===== config.mk =====
export PLATFORM = sky130hd
export DESIGN_NAME = inst_encoder
export DESIGN_NICKNAME = d
export VERILOG_FILES = /design/src/rtl/inst_encoder_pkg.sv /design/src/rtl/inst_imm_pack.sv /design/src/rtl/inst_encoder.sv
export SDC_FILE = /design/constraint.sdc
export NUM_CORES = 1
export LEC_CHECK = 0
export CAP_MARGIN = 20
export CORE_MARGIN = 2
export CORE_UTILIZATION = 34
export DETAILED_ROUTE_END_ITERATION = 10
export HOLD_SLACK_MARGIN = 0.15
export SYNTH_ARGS = -nofsm -noshare
export SYNTH_HDL_FRONTEND = slang
export SYNTH_HIERARCHICAL = 1
export SYNTH_SLANG_ARGS = --single-unit

===== constraint.sdc =====
create_clock -name clk -period 1.8 [get_ports clk]
set_input_delay 0.27 -clock clk [delete_from_list [all_inputs] [get_ports clk]]
set_output_delay 0.27 -clock clk [all_outputs]
set_load 0.05 [all_outputs]

===== src/rtl/inst_encoder_pkg.sv =====
// Shared RV32I opcode and encoding constants plus format classification helpers.
// Optional build macro: INST_ENCODER_DROP_ILLEGAL_EN (consumed by inst_encoder).
// Pure declarations, no logic.
package inst_encoder_pkg;

   localparam logic [6:0] OPC_OP     = 7'b0110011;
   localparam logic [6:0] OPC_OPIMM  = 7'b0010011;
   localparam logic [6:0] OPC_LOAD   = 7'b0000011;
   localparam logic [6:0] OPC_STORE  = 7'b0100011;
   localparam logic [6:0] OPC_BRANCH = 7'b1100011;
   localparam logic [6:0] OPC_LUI    = 7'b0110111;
   localparam logic [6:0] OPC_AUIPC  = 7'b0010111;
   localparam logic [6:0] OPC_JAL    = 7'b1101111;
   localparam logic [6:0] OPC_JALR   = 7'b1100111;

   localparam logic [6:0]  FUNCT7_ALT = 7'h20;
   localparam logic [31:0] NOP_INST   = 32'h00000013;

   typedef enum logic [2:0] {FMT_R, FMT_I, FMT_S, FMT_B, FMT_U, FMT_J, FMT_X} fmt_e;

   // S1 contents: raw fields, pre-placed immediate bits and the legality verdict
   typedef struct packed {
      logic [6:0]  op;
      logic [2:0]  f3;
      logic [6:0]  f7;
      logic [4:0]  rd;
      logic [4:0]  rs1;
      logic [4:0]  rs2;
      logic [31:0] imm_bits;
      logic        legal;
   } s1_t;

   function automatic fmt_e op_fmt(input logic [6:0] op);
      case (op)
         OPC_OP:                        return FMT_R;
         OPC_OPIMM, OPC_LOAD, OPC_JALR: return FMT_I;
         OPC_STORE:                     return FMT_S;
         OPC_BRANCH:                    return FMT_B;
         OPC_LUI, OPC_AUIPC:            return FMT_U;
         OPC_JAL:                       return FMT_J;
         default:                       return FMT_X;
      endcase
   endfunction

   function automatic logic is_shift(input logic [6:0] op, input logic [2:0] f3);
      return (op == OPC_OPIMM) && (f3[1:0] == 2'b01);
   endfunction

   // Opcode/funct3 (and R-type funct7) membership in RV32I; immediates checked elsewhere
   function automatic logic opf3_ok(input logic [6:0] op, input logic [2:0] f3,
                                    input logic [6:0] f7);
      case (op)
         OPC_OP:     return (f7 == 7'h00) || ((f7 == FUNCT7_ALT) && (f3 == 3'b000 || f3 == 3'b101));
         OPC_OPIMM:  return 1'b1;
         OPC_LOAD:   return (f3 != 3'b011) && (f3 != 3'b110) && (f3 != 3'b111);
         OPC_STORE:  return (f3 <= 3'b010);
         OPC_BRANCH: return (f3 != 3'b010) && (f3 != 3'b011);
         OPC_JALR:   return (f3 == 3'b000);
         OPC_LUI, OPC_AUIPC, OPC_JAL: return 1'b1;
         default:    return 1'b0;
      endcase
   endfunction

endpackage


===== src/rtl/inst_imm_pack.sv =====
// Places the immediate into its instruction bit positions for the opcode's format and flags range errors.
// Latency: combinational.
// Backpressure: none (no state).
module inst_imm_pack
   import inst_encoder_pkg::*;
(
   input  logic [6:0]  op,
   input  logic [2:0]  funct3,
   input  logic [6:0]  funct7,
   input  logic [31:0] imm,
   output logic [31:0] imm_bits,
   output logic        imm_ok
);

   logic i_sx, b_sx, j_sx;

   // Upper immediate bits must be pure sign extension of the encodable field
   assign i_sx = (imm[31:11] == '0) || (imm[31:11] == '1);
   assign b_sx = (imm[31:12] == '0) || (imm[31:12] == '1);
   assign j_sx = (imm[31:20] == '0) || (imm[31:20] == '1);

   // Scatter immediate bits per format; shifts carry funct7 in the upper I-field
   always_comb begin
      imm_bits = '0;
      imm_ok   = 1'b1;
      case (op_fmt(op))
         FMT_I: begin
            if (is_shift(op, funct3)) begin
               imm_bits[31:20] = {funct7, imm[4:0]};
               imm_ok = (imm[31:5] == '0) &&
                        ((funct7 == 7'h00) || ((funct7 == FUNCT7_ALT) && (funct3 == 3'b101)));
            end else begin
               imm_bits[31:20] = imm[11:0];
               imm_ok = i_sx;
            end
         end
         FMT_S: begin
            imm_bits[31:25] = imm[11:5];
            imm_bits[11:7]  = imm[4:0];
            imm_ok = i_sx;
         end
         FMT_B: begin
            imm_bits[31]    = imm[12];
            imm_bits[30:25] = imm[10:5];
            imm_bits[11:8]  = imm[4:1];
            imm_bits[7]     = imm[11];
            imm_ok = b_sx && !imm[0];
         end
         FMT_U: begin
            imm_bits[31:12] = imm[31:12];
            imm_ok = (imm[11:0] == '0);
         end
         FMT_J: begin
            imm_bits[31]    = imm[20];
            imm_bits[30:21] = imm[10:1];
            imm_bits[20]    = imm[11];
            imm_bits[19:12] = imm[19:12];
            imm_ok = j_sx && !imm[0];
         end
         default: begin
            imm_bits = '0;
            imm_ok   = 1'b1;
         end
      endcase
   end

endmodule


===== src/rtl/inst_encoder.sv =====
// RV32I field-bundle to machine-word encoder feeding a sequential imem write stream (macro INST_ENCODER_DROP_ILLEGAL_EN drops illegal bundles instead of emitting NOPs).
// Latency: 2 cycles input handshake to out_valid; 1 word/cycle throughput.
// Backpressure: out_ready=0 fills S2 then S1 (2 bundles held), then in_ready drops.
module inst_encoder
   import inst_encoder_pkg::*;
#(
   parameter int ADDR_W   = 10,
   parameter int DEPTH    = 1024,
   parameter int ERRCNT_W = 8
)(
   input  logic                clk,
   input  logic                rst_n,
   input  logic                in_valid,
   output logic                in_ready,
   input  logic [6:0]          in_op,
   input  logic [2:0]          in_funct3,
   input  logic [6:0]          in_funct7,
   input  logic [4:0]          in_rd,
   input  logic [4:0]          in_rs1,
   input  logic [4:0]          in_rs2,
   input  logic [31:0]         in_imm,
   input  logic                addr_load,
   input  logic [ADDR_W-1:0]   addr_base,
   output logic                out_valid,
   input  logic                out_ready,
   output logic [31:0]         out_inst,
   output logic [ADDR_W-1:0]   out_addr,
   output logic                out_err,
   output logic [ERRCNT_W-1:0] err_cnt
);

   localparam logic [ADDR_W-1:0] LAST_ADDR = ADDR_W'(DEPTH - 1);

   s1_t                 s1_q, s1_d;
   logic                s1_valid_q, s1_valid_d;
   logic                out_valid_q, out_valid_d;
   logic [31:0]         out_inst_q, out_inst_d;
   logic [ADDR_W-1:0]   out_addr_q, out_addr_d;
   logic                out_err_q, out_err_d;
   logic [ERRCNT_W-1:0] err_cnt_q, err_cnt_d;
   logic [ADDR_W-1:0]   cnt_q, cnt_d;

   logic [31:0]         imm_bits_in;
   logic                imm_ok_in;
   logic                s2_can_load, s1_adv, s2_load;
   logic [31:0]         word;
   logic [ADDR_W-1:0]   addr_src;
   fmt_e                fmt;

   inst_imm_pack u_imm_pack (
      .op       (in_op),
      .funct3   (in_funct3),
      .funct7   (in_funct7),
      .imm      (in_imm),
      .imm_bits (imm_bits_in),
      .imm_ok   (imm_ok_in)
   );

   assign s2_can_load = !out_valid_q || out_ready;
   assign in_ready    = !s1_valid_q || s2_can_load;
   assign s1_adv      = s1_valid_q && s2_can_load;
`ifdef INST_ENCODER_DROP_ILLEGAL_EN
   assign s2_load     = s1_adv && s1_q.legal;
`else
   assign s2_load     = s1_adv;
`endif

   // Assemble the machine word from S1 fields; illegal bundles become a NOP
   always_comb begin
      fmt  = op_fmt(s1_q.op);
      word = s1_q.imm_bits;
      word[6:0] = s1_q.op;
      if (fmt == FMT_R || fmt == FMT_I || fmt == FMT_U || fmt == FMT_J) word[11:7] = s1_q.rd;
      if (fmt == FMT_R || fmt == FMT_I || fmt == FMT_S || fmt == FMT_B) begin
         word[14:12] = s1_q.f3;
         word[19:15] = s1_q.rs1;
      end
      if (fmt == FMT_R || fmt == FMT_S || fmt == FMT_B) word[24:20] = s1_q.rs2;
      if (fmt == FMT_R) word[31:25] = s1_q.f7;
      if (!s1_q.legal) word = NOP_INST;
   end

   // Next-state for both pipe stages, the address counter and the error counter
   always_comb begin
      s1_d        = s1_q;
      s1_valid_d  = s1_valid_q;
      out_valid_d = out_valid_q;
      out_inst_d  = out_inst_q;
      out_addr_d  = out_addr_q;
      out_err_d   = out_err_q;
      err_cnt_d   = err_cnt_q;
      cnt_d       = cnt_q;
      addr_src    = addr_load ? addr_base : cnt_q;

      if (in_ready) begin
         s1_valid_d = in_valid;
         if (in_valid) begin
            s1_d.op       = in_op;
            s1_d.f3       = in_funct3;
            s1_d.f7       = in_funct7;
            s1_d.rd       = in_rd;
            s1_d.rs1      = in_rs1;
            s1_d.rs2      = in_rs2;
            s1_d.imm_bits = imm_bits_in;
            s1_d.legal    = imm_ok_in && opf3_ok(in_op, in_funct3, in_funct7);
         end
      end

      if (s2_can_load) out_valid_d = s2_load;

      if (s2_load) begin
         out_inst_d = word;
         out_addr_d = addr_src;
         cnt_d      = (addr_src == LAST_ADDR) ? '0 : addr_src + 1'b1;
`ifdef INST_ENCODER_DROP_ILLEGAL_EN
         out_err_d  = 1'b0;
`else
         out_err_d  = !s1_q.legal;
`endif
      end else if (addr_load) begin
         cnt_d = addr_base;
      end

      if (s1_adv && !s1_q.legal && (err_cnt_q != {ERRCNT_W{1'b1}}))
         err_cnt_d = err_cnt_q + 1'b1;
   end

   // State registers; reset discards everything in flight
   always_ff @(posedge clk or negedge rst_n) begin
      if (!rst_n) begin
         s1_q        <= '0;
         s1_valid_q  <= 1'b0;
         out_valid_q <= 1'b0;
         out_inst_q  <= '0;
         out_addr_q  <= '0;
         out_err_q   <= 1'b0;
         err_cnt_q   <= '0;
         cnt_q       <= '0;
      end else begin
         s1_q        <= s1_d;
         s1_valid_q  <= s1_valid_d;
         out_valid_q <= out_valid_d;
         out_inst_q  <= out_inst_d;
         out_addr_q  <= out_addr_d;
         out_err_q   <= out_err_d;
         err_cnt_q   <= err_cnt_d;
         cnt_q       <= cnt_d;
      end
   end

   assign out_valid = out_valid_q;
   assign out_inst  = out_inst_q;
   assign out_addr  = out_addr_q;
   assign out_err   = out_err_q;
   assign err_cnt   = err_cnt_q;

endmodule

## After elaboration in Yosys (flattened, before gate mapping)

Index checks and enable logic that the tools add are counted.

| cells by class | value |
|---|---|
| add/subtract/negate cells | 2 |
| order comparisons | 1 |
| equality and inequality tests | 40 |
| muxes and demuxes | 20 |
| reduce and logical (&&, ||, !) cells | 47 |

Operator list:

| operator | number |
|---|---|
| $eq 7x6->1 const B | 7 |
| $eq 7x7->1 const B | 6 |
| $pmux 3 s6 | 2 |
| $pmux 7 s5 | 1 |
| $mux 32 | 1 |
| $mux 10 | 3 |
| $eq 7x5->1 const B | 4 |
| $logic_not 27->1 | 1 |
| $logic_not 12->1 | 2 |
| $eq 21x21->1 const B | 1 |
| $logic_not 21->1 | 1 |
| $eq 20x20->1 const B | 1 |
| $logic_not 20->1 | 1 |
| $mux 8 | 2 |
| $eq 3x3->1 const B | 5 |
| $logic_or 1x1->1 | 15 |
| $pmux 5 s3 | 1 |
| $eq 7x2->1 const B | 2 |
| $logic_and 1x1->1 | 13 |
| $eq 12x12->1 const B | 1 |
| $eq 3x2->1 const B | 4 |
| $mux 12 | 1 |
| $add 10x1->10 const B | 1 |
| $eq 10x10->1 const B | 1 |
| other kinds (20) | 33 |

| word-level totals | value |
|---|---|
| flip-flop bits (word level) | 121 |
| input bits | 79 |
| output and inout port bits | 53 |
| logic and storage cells | 125 |

## Logic depth before layout (Yosys ltp)

Gate-level depths: netlist of the first run.

| depth | value |
|---|---|
| depth in word-level cells | 9 |
| depth in mapped cells | 13 |
| mapped depth without buffers | 12 |

## By module

The synthesis of the first run kept the hierarchy.

By module, submodules not included:

| module | instances | cells an instance | area an instance (µm²) | seq. area each (µm²) |
|---|---|---|---|---|
| inst_encoder | 1 | 437 | 5231.3 | 3027.9 |
| inst_imm_pack | 1 | 147 | 1056.0 | 0.0 |

## Worst setup path before layout of the first run

OpenSTA, ideal clock, no wires.

| timing path | value |
|---|---|
| path kind | input-to-reg |
| start | in in_op[4] |
| end | reg s1_q[26] (netlist bit) |
| library setup time | 0.125 ns |
| arrival | 2.401 ns |
| data required time | 1.675 ns |
| slack | -0.725 ns |
| stages | 11 |
| path buffers | 0 |
| path through | and2b_1 -> a31o_1 -> and3_1 -> inv_1 -> ha_1 -> inv_1 -> a211oi_4 -> nor3_4 -> and3_1 -> a221o_1 -> mux2_2 |

| on the way | value |
|---|---|
| longest elaborated chain between the ends | 5 |
| elaborated cells between the ends (all ways) | 20 |
| those cells by class | eq/ne (14); mux (3); reduce/logical (3) |

RTL lines:

| what | RTL line | RTL |
|---|---|---|
| start, declared | inst_encoder.sv:15 | `input logic [6:0] in_op,` |
| $eq 7x2->1, or another cell as far along | inst_encoder_pkg.sv:34 | `case (op)` |
| $reduce_or 3->1 or $reduce_or 2->1 (tied branches) | inst_encoder_pkg.sv:34 |  |
| $pmux 3 s6 | inst_encoder_pkg.sv:34 |  |
| $eq 3x3->1, or another cell as far along | inst_imm_pack.sv:26 | `case (op_fmt(op))` |
| $pmux 7 s5 (*) | inst_imm_pack.sv:26 |  |
| via imm_bits_in[25] | inst_encoder.sv:43 | `logic [31:0] imm_bits_in;` |
| end signal, assigned | inst_encoder.sv:131 | `s1_q <= '0;` |
| end signal, assigned | inst_encoder.sv:140 | `s1_q <= s1_d;` |
| end, declared | inst_encoder.sv:34 | `s1_t s1_q, s1_d;` |

The timed path passes the listed nets; every way through them passes the cells marked *.
A chain may end at the register's enable or synchronous reset.

## Worst setup path in the final report of the first run

| timing path | value |
|---|---|
| start | in in_op[6] |
| end | reg s1_q[30] (netlist bit) |

The elaborated chain is that of the path after synthesis.

==> flow_summary_export.csv, run 1 <==
group,metric,value,unit
run_status,status,"finished, violations left",
run_status,violations,"negative setup slack",
timing,fmax,505.0,MHz
critical_path,cp_top_family,"compound AO/OA/AOI/OAI gates",
final_layout,n_fill_cell,1589,
critical_path,reg2reg_slack,0.07,ns
clock_network,cts_root_buf,"clkbuf_16",
routing,firstDrtPassIters,7,
routing,ant_nets,0,
critical_path,timing.rr.start,"s1_q[60]",
power,p_per_area,928.5,nW/um^2
routing,drt_iter0_drc,262,
floorplanning,rows,49,
yosys,synthesis.area,6231,sq um
critical_path,crit_type,"input pin to flop",
grt,antenna_found_initial,0,
clock_network,clk_path_buf_depth,2,
final_layout,postLayoutCellArea,9761,sq um
yosys,syn-num-nets,660,
critical_path,slowest_delay,0.37,ns
timing,fin_setup_tns,-1.613,ns
grt,grt_max_degree,36,
clock_network,clock_latency,0.41,ns
power,p_leak,4.572,nW
placed_design,place_hpwl,14.56,mm
critical_path,slowest_stage,"a222oi_1",
grt,overflow,0,
final_layout,n_antenna_cell,0,
routing,viasPerCell,5.122,
flow_run,max-cap-violations,0,
placed_design,port_buffers,131,
routing,wire_per_inst,17.72,microns
power,combPwrFrac,0.245,
final_layout,regArea,3032,sq um
floorplanning,start_util,0.3469,
final_layout,multi_input_comb_area,3447,sq um
clock_network,cts_tree,"built",
timing,tightest_slew,0.4964,ns
power,power.switching_fraction,0.3006,
final_layout,area_delta_synth_final,56.65,%
routing,vias,5522,
routing,routed_wirelength,19.10,mm
yosys,yosys_warnings,6,
grt,grtUsageTotal,0.1972,
critical_path,crit_top_cell,"inv_4",
critical_path,startpoint_type,"input pin",
routing,drc,0,
timing,setup_viol,12,
power,peakVddDrop,0.6969,mV
worst_hold_path,hp-start,"in_op[4]",
critical_path,startpoint,"in_op[6]",
power,pwr-share-seq,0.362,
timing,drv_slew,0,
clock_network,htreeDepth,4,
timing,fin_crit_sh,1.100,
critical_path,cp_cell_sequence,"buf_2, buf_4, a31o_1, and3_4, inv_4, ha_4, inv_4, a211oi_4, nor3_4, a222oi_1, nor2_1, mux2_4",
floorplanning,die_w,139.4,microns
critical_path,worstPathArrival,2.27,ns
floorplanning,core_area,17960,sq um
timing,clock_skew,0.008024,ns
timing,period_needed,1.980,ns
final_layout,instances_no_fill,1078,
clock_network,clkTransAtPathRegs,0.06,ns
timing,fin_ws,-0.1801,ns
power,intPower,6.338,mW
placed_design,placed_cells,1030,
critical_path,end_kind,"flop",
floorplanning,die_y,139.4,microns
critical_path,cp_max_fo,7,
worst_hold_path,hold_class,"input pin to flop",
power,power_switching,2.724,mW
yosys,syn_avg_cell_area,10.82,sq um
critical_path,path_buf_inv,4,
placed_design,dpl_cell_area,8778,sq um
grt,grt_pass1_wl,30.67,mm
critical_path,cp.required,2.09,ns
timing,rsz0062_at_grt,"yes",
floorplanning,io_pins,132,
power,clockPowerShare,0.393,
yosys,synthCells,576,
final_layout,nNetsFinal,920,
power,fin_total_pwr,9.062,mW
clock_network,clock-sinks,121,
final_layout,drive_gt1_frac,0.3899,
placed_design,gp_congestion,0.8863,
floorplanning,dieArea,19430,sq um
grt,grt_pass1_vias,5831,
timing,relSlewSlack,0.6704,
placed_design,pre_cts_slack,-1.081,ns
clock_network,cts_buffers,17,
timing,hold_viol_final,0,
[repair_timing]
item                       in CTS  in global routing
setup buffers                   9                  6
hold endpoints to repair      103                  0
setup endpoints to repair      34                 25
hold buffers                    1                  0
pin swaps                      18                 24
gates resized for setup        46                 43
[worst min-delay path: cells and delay by family]
kind / cells / cell delay [ns]
buffers and inverters: 2 / 0.23
multiplexers: 1 / 0.16
[flip-flops by register name, indices dropped and copies added, names as in the netlist]
name,flops
s1_valid_q,1
out_addr,10
out_valid,1
out_err,1
cnt_q,10
s1_q,58
err_cnt,8
out_inst,32
[stage by stage]
| stage | utilization | hold slack (ns) |
|---|---|---|
| after floorplan | - | -0.02559 |
| after global placement | 0.4887 | 0.2048 |
| after detailed placement | 0.4887 | 0.2058 |
| after CTS | 0.5304 | 0.2712 |
| after global routing | 0.5434 | 0.2793 |
| final | 0.5434 | 0.2907 |
[layer usage]
| metal | track usage | up-vias | wire, microns |
|---|---|---|---|
| li1 | - | 2626 | - |
| met3 | 0.04370 | 20 | 953 |
| met2 | 0.3104 | 172 | 8932 |
| met1 | 0.2744 | 2704 | 8907 |
| met4 | 0.05635 | 0 | 303 |
| met5 | 0 | - | 0 |
[placed cells by master, fill, tap and decap left out, types with 13 or more instances in the layout]
master           count
mux2_4              44
clkdlybuf4s50_1     56
nand2_1             68
buf_4              168
dlygate4sd2_1       13
clkbuf_16           17
mux2i_1             34
nor2_1              24
dfrtp_1            118
o21ai_0             39
mux2_2              15
[power by group through the flow]
stage | Sequential [mW] | Clock (mW) | Combinational, mW
2_1_floorplan | 3.79 | 0 | 0.753
3_3_place_gp | 3.30 | 0 | 2.17
3_5_place_dp | 3.33 | 0 | 2.21
4_1_cts | 3.28 | 3.65 | 2.21
5_1_grt | 3.32 | 3.78 | 2.37
6_report | 3.28 | 3.56 | 2.22
[worst paths after layout]
check	to	cells past startpoint
worst max-delay path	s1_q[30]	12
worst min-delay path	s1_q[62]	3
worst max register to register	out_inst[31]	5
worst min register to register	out_inst[1]	2
max in group asynchronous	s1_q[35]	3
min in group asynchronous	out_addr[1]	2
[area by class of cell]
| class | instances | share of cell area |
|---|---|---|
| Clock buffer | 20 | 0.04576 |
| Clock inverter | 12 | 0.01782 |
| Inverter | 8 | 0.003589 |
| Multi-Input combinational cell | 421 | 0.3532 |
| Sequential cell | 121 | 0.3106 |
| Tap cell | 229 | 0.02936 |
| Timing Repair Buffer | 267 | 0.2397 |
Power figures use the tool's default switching activity.
==> inputs of run 2 (changes only) <==
--- a/config.mk
+++ b/config.mk
@@ -8,6 +8,7 @@
 export CAP_MARGIN = 20
 export CORE_MARGIN = 2
 export CORE_UTILIZATION = 34
+export CTS_CLUSTER_DIAMETER = 50
 export DETAILED_ROUTE_END_ITERATION = 10
 export HOLD_SLACK_MARGIN = 0.15
 export SYNTH_ARGS = -nofsm -noshare
==> results of run 2 <==
No change in the layout: final DEF, timing and power equal those of run 1.
==> inputs of run 3 (changes only) <==
--- a/config.mk
+++ b/config.mk
@@ -11,6 +11,7 @@
 export CTS_CLUSTER_DIAMETER = 50
 export DETAILED_ROUTE_END_ITERATION = 10
 export HOLD_SLACK_MARGIN = 0.15
+export SKIP_CTS_REPAIR_TIMING = 1
 export SYNTH_ARGS = -nofsm -noshare
 export SYNTH_HDL_FRONTEND = slang
 export SYNTH_HIERARCHICAL = 1
==> run 3 against run 2 <==
The flow still finishes with violations (negative setup slack). Clock skew barely moved. Die area unchanged. Critical path depth fell by 3. Sequential cell count unchanged. Clock power about the same. Combinational power is essentially flat. First-iteration DRC count increased by 5.3%. Sequential power barely moved. Maximum frequency down 0.31%. Register-to-register slack about the same. Critical endpoint is now s1_q[0]. Largest cell class unchanged. Largest power group unchanged.
==> flow_summary_export.csv, run 3 (synthesis results as in run 1) <==
group,metric,value,unit
run_status,status,"finished, violations left",
run_status,violations,"negative setup slack",
critical_path,cp.required,2.15,ns
clock_network,htreeDepth,4,
critical_path,reg2reg_slack,0.07,ns
routing,drt_iter0_drc,276,
grt,overflow,0,
placed_design,place_hpwl,14.56,mm
final_layout,utilization,0.5364,
clock_network,clock_latency,0.41,ns
critical_path,reg2reg_to,"out_inst[31]",
final_layout,postLayoutCellArea,9635,sq um
power,power_switching,2.717,mW
clock_network,clkTransAtPathRegs,0.05,ns
grt,grt_pass1_wl,30.46,mm
placed_design,dpl_cell_area,8778,sq um
power,p_per_area,941.7,nW/um^2
timing,timing.hold.ws,0.3019,ns
floorplanning,die_y,139.4,microns
critical_path,slowest_stage,"clkdlybuf4s50_1",
timing,fmax,503.5,MHz
timing,setup_viol,12,
timing,rsz0062_at_grt,"yes",
final_layout,n_fill_cell,1584,
flow_run,max-cap-violations,0,
clock_network,cts_root_buf,"clkbuf_16",
critical_path,crit_top_cell,"nand4_1",
power,pwr-share-seq,0.362,
floorplanning,io_pins,132,
routing,routed_wirelength,18.97,mm
final_layout,largest_reg_flops,58,
worst_hold_path,hp-start,"in_op[0]",
critical_path,end_kind,"flop",
power,combPwrFrac,0.246,
clock_network,clk_path_buf_depth,2,
timing,drv_slew,0,
power,power.switching_fraction,0.2994,
clock_network,cts_tree,"built",
placed_design,port_buffers,131,
routing,drc,0,
routing,viasPerCell,5.118,
clock_network,clock-sinks,121,
floorplanning,die_w,139.4,microns
critical_path,startpoint_type,"input pin",
final_layout,drive_gt1_frac,0.3743,
grt,antenna_found_initial,0,
final_layout,final_cell_mix,"159 x buf_4, 118 x dfrtp_1, 69 x clkdlybuf4s50_1",
floorplanning,rows,49,
floorplanning,start_util,0.3469,
floorplanning,dieArea,19430,sq um
power,p_leak,4.498,nW
critical_path,startpoint,"in_imm[8]",
worst_hold_path,hold_end,"s1_q[58]",
critical_path,reg2reg_depth,5,
floorplanning,core_area,17960,sq um
placed_design,pre_cts_slack,-1.081,ns
final_layout,nNetsFinal,910,
critical_path,cp_top_family,"compound AO/OA/AOI/OAI gates",
final_layout,area_delta_synth_final,54.64,%
critical_path,worstPathArrival,2.33,ns
timing,period_needed,1.986,ns
worst_hold_path,holdPathStages,3,
routing,wire_per_inst,17.76,microns
final_layout,multi_input_comb_area,3385,sq um
routing,vias,5466,
critical_path,crit_type,"input pin to flop",
power,peakVddDrop,0.6987,mV
timing,fin_ws,-0.1861,ns
critical_path,path_buf_inv,1,
timing,fin_crit_sh,1.103,
grt,grtUsageTotal,0.1959,
grt,grt_max_degree,36,
critical_path,cp_max_fo,2,
final_layout,regMostFlops,"s1_q",
power,intPower,6.357,mW
final_layout,regArea,3032,sq um
grt,grt_pass1_vias,5760,
worst_hold_path,hold_class,"input pin to flop",
timing,hold_viol_final,0,
timing,relSlewSlack,0.6249,
routing,ant_nets,0,
final_layout,n_antenna_cell,0,
placed_design,gp_congestion,0.8863,
routing,firstDrtPassIters,4,
power,clockPowerShare,0.392,
critical_path,cp_cell_sequence,"clkdlybuf4s50_1, nor4_4, nand4_1, a2111o_1, a32o_1, nand4_1, nor2_1, a21oi_1, o31a_1",
timing,tightest_slew,0.5484,ns
power,fin_total_pwr,9.073,mW
timing,clock_skew,0.007886,ns
final_layout,final_common_cell,"buf_4",
critical_path,slowest_delay,0.48,ns
clock_network,cts_buffers,17,
critical_path,timing.rr.start,"s1_q[60]",
run 3: through the flow:
stage | setup TNS (ns) | cells
after floorplan | -12.41 | 576
after global placement | -23.60 | 1030
after detailed placement | -25.78 | 1030
after CTS | -10.60 | 1062
after global routing | -2.717 | 1068
final | -1.496 | 1068
run 3: per-layer routing:
layer	share of wire	wire, microns	global-route usage	vias to the layer above
li1	-	-	-	2610
met1	0.47	8885	0.2731	2690
met2	0.47	8899	0.3078	142
met3	0.044	832	0.04370	24
met4	0.018	349	0.05529	0
met5	0	0	0	-
run 3: area by class of cell:
cell class              count  share of cell area
multi-input cells         421              0.3513
flip-flops and latches    121              0.3146
repair buffers            257              0.2363
clock buffers              20             0.04636
well taps                 229             0.02974
clock inverters            12             0.01805
inverters                   8            0.003636
run 3: how the worst max path moves through the flow:
stage,to,slack (ns),cells past startpoint
6_report,s1_q[0],-0.19,9
5_1_grt,s1_q[0],-0.28,9
4_1_cts,s1_q[0],-0.65,13
3_5_place_dp,s1_q[0],-1.08,13
3_3_place_gp,s1_q[29],-0.93,12
2_1_floorplan,s1_q[26],-0.50,11
run 3: worst reg2reg max path: cells and delay by family, from the launching register on:
kind	cells	cell delay (ns)
mux	1	0.22
compound gates	1	0.08
simple gates	2	0.73
flops	1	0.43
buf+inv	1	0.16
run 3: power groups by stage:
stage          Sequential, mW  Combinational, mW  Clock (mW)
3_3_place_gp             3.30               2.17           0
2_1_floorplan            3.79              0.753           0
3_5_place_dp             3.33               2.21           0
4_1_cts                  3.28               2.21        3.65
6_report                 3.28               2.23        3.56
5_1_grt                  3.32               2.38        3.78
